File: src/rtl/ser_pkg.sv
// Shared types and constants for the parallel-in serial-out transmitter.
package ser_pkg;

  typedef enum logic [1:0] {
    IDLE  = 2'd0,
    SHIFT = 2'd1,
    GAP   = 2'd2
  } ser_state_t;

  localparam int SER_DEFAULT_WIDTH = 4;

endpackage

File: src/rtl/piso_serializer.sv
// Parallel-in serial-out transmitter: accepts a word on valid/ready and
// drives it out one bit per clk, with optional forced idle gap between frames.
//
// state | meaning
// IDLE  | waiting for a word, load_ready high
// SHIFT | a frame bit is on sout; counter holds bits remaining after this one
// GAP   | forced idle between frames, load_data ignored
module piso_serializer
  import ser_pkg::*;
#(
  parameter int WIDTH      = SER_DEFAULT_WIDTH,
  parameter bit MSB_FIRST  = 1'b1,
  parameter int GAP_CYCLES = 0
) (
  input  logic             clk,
  input  logic             rst,
  input  logic [WIDTH-1:0] load_data,
  input  logic             load_valid,
  output logic             load_ready,
  output logic             sout,
  output logic             sout_valid,
  output logic             frame_done,
  output logic             busy
);

  localparam int CW = $clog2(WIDTH);
  localparam logic [CW-1:0] CNT_LAST = CW'(WIDTH - 1);
  localparam logic [3:0]    GAP_LOAD = (GAP_CYCLES > 0) ? 4'(GAP_CYCLES - 1) : 4'd0;

  ser_state_t       state_q, state_d;
  logic [WIDTH-1:0] shreg_q, shreg_d;
  logic [CW-1:0]    cnt_q, cnt_d;
  logic [3:0]       gap_q, gap_d;
  logic             sout_q, sout_d;
  logic             sout_valid_q, sout_valid_d;
  logic             xfer;
  logic             last_bit;

  function automatic logic [WIDTH-1:0] shift_word(input logic [WIDTH-1:0] v);
    return MSB_FIRST ? (v << 1) : (v >> 1);
  endfunction

  function automatic logic lead_bit(input logic [WIDTH-1:0] v);
    return MSB_FIRST ? v[WIDTH-1] : v[0];
  endfunction

  assign last_bit = (state_q == SHIFT) && (cnt_q == '0);
  assign xfer     = load_valid && load_ready;

  always_ff @(posedge clk or posedge rst) begin
    if (rst) begin
      state_q      <= IDLE;
      shreg_q      <= '0;
      cnt_q        <= '0;
      gap_q        <= '0;
      sout_q       <= 1'b0;
      sout_valid_q <= 1'b0;
    end else begin
      state_q      <= state_d;
      shreg_q      <= shreg_d;
      cnt_q        <= cnt_d;
      gap_q        <= gap_d;
      sout_q       <= sout_d;
      sout_valid_q <= sout_valid_d;
    end
  end

  always_comb begin
    state_d = state_q;
    case (state_q)
      IDLE:  if (xfer) state_d = SHIFT;
      SHIFT: begin
        if (last_bit) begin
          if (xfer)                state_d = SHIFT;
          else if (GAP_CYCLES > 0) state_d = GAP;
          else                     state_d = IDLE;
        end
      end
      GAP:     if (gap_q == '0) state_d = IDLE;
      default: state_d = IDLE;
    endcase
  end

  // Datapath next values; a load is shared between IDLE and back-to-back SHIFT.
  always_comb begin
    shreg_d      = shreg_q;
    cnt_d        = cnt_q;
    gap_d        = gap_q;
    sout_d       = sout_q;
    sout_valid_d = 1'b0;
    if (xfer) begin
      shreg_d      = load_data;
      cnt_d        = CNT_LAST;
      sout_d       = lead_bit(load_data);
      sout_valid_d = 1'b1;
    end else begin
      case (state_q)
        SHIFT: begin
          if (!last_bit) begin
            shreg_d      = shift_word(shreg_q);
            sout_d       = lead_bit(shift_word(shreg_q));
            cnt_d        = cnt_q - 1'b1;
            sout_valid_d = 1'b1;
          end else if (GAP_CYCLES > 0) begin
            gap_d = GAP_LOAD;
          end
        end
        GAP:     if (gap_q != '0) gap_d = gap_q - 1'b1;
        default: ;
      endcase
    end
  end

  always_comb begin
    load_ready = (state_q == IDLE) || (last_bit && (GAP_CYCLES == 0));
    busy       = (state_q != IDLE);
    frame_done = last_bit;
    sout       = sout_q;
    sout_valid = sout_valid_q;
  end

endmodule

File: config.mk
export PLATFORM = sky130hd
export DESIGN_NAME = piso_serializer
export DESIGN_NICKNAME = d
export VERILOG_FILES = /design/src/rtl/ser_pkg.sv /design/src/rtl/piso_serializer.sv
export SDC_FILE = /design/constraint.sdc
export NUM_CORES = 1
export LEC_CHECK = 0
export ABC_AREA = 1
export BUFFER_PORTS_ARGS = -buffer_cell sky130_fd_sc_hd__buf_2
export CAP_MARGIN = 20
export CORE_AREA = 2 2 39 41
export DETAILED_ROUTE_END_ITERATION = 12
export DIE_AREA = 0 0 41 43
export GPL_TIMING_DRIVEN = 0
export HOLD_SLACK_MARGIN = 0.05
export PLACE_DENSITY = 0.61
export SYNTH_ARGS = -nofsm -noshare
export SYNTH_HDL_FRONTEND = slang
export SYNTH_SLANG_ARGS = --single-unit
File: constraint.sdc
create_clock -name clk -period 1.15 [get_ports clk]
set_input_delay 0.0575 -clock clk [delete_from_list [all_inputs] [get_ports clk]]
set_output_delay 0.0575 -clock clk [all_outputs]
set_load 0.01 [all_outputs]
==> flow_summary.yaml, run 1 <==
run_status:
  status: "finished, violations left"
  violations: "negative setup slack"
route:
  ant_nets: 0
  topRoutingLayerUsed: "met4"
  wl_per_cell_um: 10.4
  first_iter_violations: 2
  firstDrtPassIters: 4
  routed_wl_um: 815
  vias: 324
  dr_wl_met2_um: 432
  viasPerCell: 4.15
  wl_met1_um: 329
  drc_errors: 0
  wl_met3_um: 28
timing:
  drv_slew: 0
  post-route-period-util_pct: 104
  fmax_mhz: 837
  grt_setup_unrepaired: "true"
  finalHoldViolCount: 0
  setup_viol: 3
  setup_slack_ns: -0.0454
  relSlewSlack_pct: 80.0
  hold_ws_ns: 0.0541
  min_period_ns: 1.20
  setup_tns_ns: -0.0534
  skew_ns: 0.00691
  worst_slew_pin_slew_ns: 0.300
place:
  dpl-instance-area_um2: 444
  routabilityCongestion: 0.678
  io_buffer_count: 11
  dpl.hpwl_um: 534
  pre_cts_ws_ns: -0.0317
power:
  ir_drop_v: 0.000656
  power_leakage_nw: 0.299
  p_per_area_nw_per_um2: 2580
worst_setup_path:
  r2r_cells: 8
  crit_path_cell_trace: "inv_2 -> ha_4 -> inv_2 -> nand2_2 -> buf_6 -> buf_6"
  r2r_end: "shreg_q[1]"
  slowest_delay_ns: 0.35
  endpoint_kind: "output pin"
  cp.arrival_ns: 1.14
  path_buf_inv: 4
  critical-path-top-delay-family: "flip-flops"
  required_ns: 1.09
  critPathMaxFanout: 3
  cpMaxStageDelayCell: "dfrtp_1"
  timing_worst_setup_path_type: "register to output pin"
  rr_startpoint: "cnt_q[0]"
  reg2reg_slack_ns: -0.01
  worstSetupStartpointType: "register"
floorplanning:
  die-area_um2: 1760
  start_util_pct: 26.7
  die_height_um: 43
  coreArea_um2: 1380
  rows: 14
  die_x_um: 41
  ioPinCount: 12
layout:
  final_common_cell: "nand2_1"
  n_antenna_cell: 0
  syn2layout_area_growth_pct: 48.8
  final_cell_mix: "nand2_1, buf_2, dfrtp_1"
  fin_nets: 72
  drive_gt1_share_pct: 43.5
  post-route-util_pct: 39.7
  fin_area_um2: 549
clocking:
  cts_buffers: 3
  clk_pin_slew_ns: 0.06
  root_buffer: "clkbuf_4"
  cts.path.max_buffers: 2
  h-tree-depth: 1
  clk_latency_ns: 0.25
  cts_tree: "done"
  cts_num_sinks: 8
yosys:
  synth.avg_cell_area_um2: 8.39
  seq_area_frac_synth_pct: 54.2
  yosys_warnings: 0
  synth_nets: 52
  syn_area_um2: 369
  synth_seq_cells: 8
  netlist_instances: 44
  synth_cell_types: 8
global_routing:
  track_usage_pct: 11.1
  grt_pass1_vias: 302
  grt.overflow.total: 0
  grt_pass1_wl_um: 1220
  antenna_found_initial: 0
  grt_max_degree: 10
worst_hold_path:
  min_from: "load_data[3]"
  hp-class: "primary input to register"
  min_to: "sout"
  whs_path_depth: 3
run:
  cap_violations: 0
[registers in the layout (all words and copies together) (netlist names)]
signal      count
cnt_q           2
shreg_q         3
sout            1
sout_valid      1
state_q         1
[final cells by class]
type	count	area (µm²)
fillers	146	835
flip-flops and latches	8	200
multi-input cells	27	165
repair buffers	15	100
inverters	8	30.0
clock buffers	3	22.5
well taps	16	20.0
plain buffers	1	11.3
[cells by family after synthesis]
group / count (synthesis) / share of synthesized area (%)
simple gates: 26 / 31.2
buf+inv: 9 / 11.2
flops: 8 / 54.2
fa+ha+maj: 1 / 3.39
[how the worst max path moves through the flow]
stage / endpoint / from / cells after the start / slack, ns
2_1_floorplan: sout / cnt_q[0] / 7 / 0.06
3_3_place_gp: cnt_q[1] / cnt_q[0] / 6 / -0.002
3_5_place_dp: shreg_q[1] / cnt_q[0] / 7 / -0.03
4_1_cts: load_ready / cnt_q[0] / 6 / -0.09
5_1_grt: load_ready / cnt_q[0] / 6 / -0.13
6_report: load_ready / cnt_q[0] / 6 / -0.05
[what timing repair did]
action                                  CTS  global route
resized for setup                         3             9
endpoints found under the setup margin    5             9
setup buffers                             2             0
endpoints found under the hold margin     9             0
hold buffers                              2             0
pin swaps                                 2             2
[synthesized netlist by cell type, drive strengths merged]
cell | count | area [µm²]
buf | 1 | 11.3
dfrtp | 8 | 200
ha | 1 | 12.5
inv | 8 | 30.0
nand2 | 13 | 51.3
nand3 | 12 | 60.1
nor2 | 1 | 3.75
[worst reg2reg max path, delay by kind of cell, from the launching register on]
kind / cells / cell delay [ns]
and+or+nand+nor: 3 / 0.18
DFF: 1 / 0.35
buffers and inverters: 4 / 0.35
adders and majority gates: 1 / 0.16
[stage by stage]
step	cells	power, mW
floorplan	44	0.837
global placement	71	0.979
detailed placement	71	0.994
CTS	78	1.33
global route	78	1.57
finish	78	1.41
[per-layer routing]
metal / global-route usage, % / vias up
li1: - / 172
met1: 12.8 / 140
met4: 10.0 / 0
met2: 15.6 / 8
met5: 0 / -
met3: 3.14 / 4
[report_power, final]
| part | internal (mW) | switching (mW) |
|---|---|---|
| Combinational | 0.351 | 0.382 |
| Clock | 0.120 | 0.0971 |
| Sequential | 0.395 | 0.0703 |
Note: power is estimated with default switching activity, not from simulation.
==> run 2, diff against run 1 <==
PLACE_DENSITY = 0.48   (was 0.61)
==> flow_summary.yaml, run 2 (same netlist as run 1, synthesis figures left out) <==
run_status:
  status: "finished, violations left"
  violations: "negative setup slack"
worst_setup_path:
  cp.arrival_ns: 1.13
  required_ns: 1.09
  critPathMaxFanout: 3
  endpoint_kind: "output pin"
  critical-path-top-delay-family: "flip-flops"
  path_buf_inv: 4
  worstSetupStartpointType: "register"
  crit_path_cell_trace: "inv_2 -> ha_4 -> inv_2 -> nand2_2 -> buf_6 -> buf_6"
  slowest_delay_ns: 0.35
  timing_worst_setup_path_type: "register to output pin"
  cpMaxStageDelayCell: "dfrtp_1"
  reg2reg_slack_ns: 0
route:
  vias: 338
  first_iter_violations: 3
  firstDrtPassIters: 2
  routed_wl_um: 788
  wl_per_cell_um: 10.1
  viasPerCell: 4.33
  ant_nets: 0
  drc_errors: 0
floorplanning:
  ioPinCount: 12
  die_x_um: 41
  coreArea_um2: 1380
  rows: 14
  die-area_um2: 1760
  die_height_um: 43
  start_util_pct: 26.7
power:
  p_per_area_nw_per_um2: 2550
  seq_power_share_pct: 32.8
  p_switching_mw: 0.537
  ir_drop_v: 0.000891
  internal-power_mw: 0.865
  p_comb_share_pct: 52.3
  power_leakage_nw: 0.299
  netSwitchingFraction_pct: 38.3
  pwr-share-clk_pct: 14.9
clocking:
  cts_buffers: 3
  h-tree-depth: 1
  cts_tree: "done"
  clk_pin_slew_ns: 0.05
  cts.path.max_buffers: 2
  clk_latency_ns: 0.25
  root_buffer: "clkbuf_4"
  cts_num_sinks: 8
place:
  io_buffer_count: 11
  routabilityCongestion: 0.671
  pre_cts_ws_ns: -0.0252
run:
  cap_violations: 0
layout:
  largest_reg_flops: 3
  syn2layout_area_growth_pct: 48.8
  largest_register: "shreg_q"
  fill_cells: 138
  top_regs: "shreg_q x3, cnt_q x2"
  drive_gt1_share_pct: 43.5
  fin_nets: 72
  final_cell_mix: "nand2_1, buf_2, dfrtp_1"
  final_common_cell: "nand2_1"
  n_antenna_cell: 0
global_routing:
  grt_pass1_wl_um: 1300
  grt_pass1_vias: 316
  grt.overflow.total: 0
  antenna_found_initial: 0
  grt_max_degree: 10
  track_usage_pct: 11.4
timing:
  fmax_mhz: 841
  post-route-period-util_pct: 103
  skew_ns: 0.00659
  finalHoldViolCount: 0
  hold_ws_ns: 0.0543
  relSlewSlack_pct: 78.8
  setup_slack_ns: -0.0391
  worst_slew_pin_slew_ns: 0.318
  min_period_ns: 1.19
  grt_setup_unrepaired: "true"
  drv_slew: 0
  setup_tns_ns: -0.0391
  setup_viol: 1
worst_hold_path:
  hp-class: "primary input to register"
-- run 2: worst paths after layout --
path | start | endpoint | depth (start not counted)
hold / removal | load_data[1] | shreg_q[1] | 3
hold reg to reg | shreg_q[0] | shreg_q[1] | 2
setup / recovery | cnt_q[0] | load_ready | 6
min in group asynchronous | rst | state_q[0] | 3
setup reg to reg | cnt_q[0] | shreg_q[1] | 8
max in group asynchronous | rst | cnt_q[0] | 3
-- run 2: cell type report --
class                           instances  area (µm²)  area share [%]
Multi-Input combinational cell         27         165            30.1
Tap cell                               16        20.0            3.64
Buffer                                  1        11.3            2.05
Timing Repair Buffer                   15         100            18.2
Sequential cell                         8         200            36.4
Clock buffer                            3        22.5            4.10
Inverter                                8        30.0            5.47
-- run 2: what timing repair did --
action,4_1_cts,5_1_grt
setup buffers,2,0
resized for setup,3,9
hold buffers,2,0
cloned,0,0
endpoints found under the setup margin,5,9
pin swaps,1,3
endpoints found under the hold margin,9,0
-- run 2: worst reg2reg max path, cell delays in order, from the launching register on --
cell and delay (ns):
dfrtp_1 0.35, inv_2 0.06, ha_4 0.16, inv_2 0.04
nand2_2 0.05, buf_6 0.12, buf_6 0.13, nand3_2 0.06
nand3_2 0.06
-- run 2: through the flow --
stage | utilization [%] | power (mW) | cells | instance area, µm²
3_5_place_dp | 32.1 | 0.995 | 71 | 444
2_1_floorplan | - | 0.837 | 44 | 369
4_1_cts | 36.9 | 1.32 | 78 | 510
3_3_place_gp | 32.1 | 0.988 | 71 | 444
5_1_grt | 39.7 | 1.54 | 78 | 549
6_report | 39.7 | 1.40 | 78 | 549
-- run 2: metal layers --
layer  vias to the layer above  global-route usage, %  wire length, µm
met5                         -                      0                0
met4                         0                   6.00               14
met3                         2                   7.85               36
met2                         7                   15.6              406
met1                       154                   12.8              331
li1                        175                      -                -
-- run 2: power by group through the flow --
stage / registers, mW / logic (mW) / clock network (mW)
6_report: 0.460 / 0.733 / 0.209
5_1_grt: 0.473 / 0.836 / 0.236
4_1_cts: 0.445 / 0.660 / 0.219
3_5_place_dp: 0.450 / 0.545 / 0
3_3_place_gp: 0.448 / 0.541 / 0
2_1_floorplan: 0.462 / 0.375 / 0
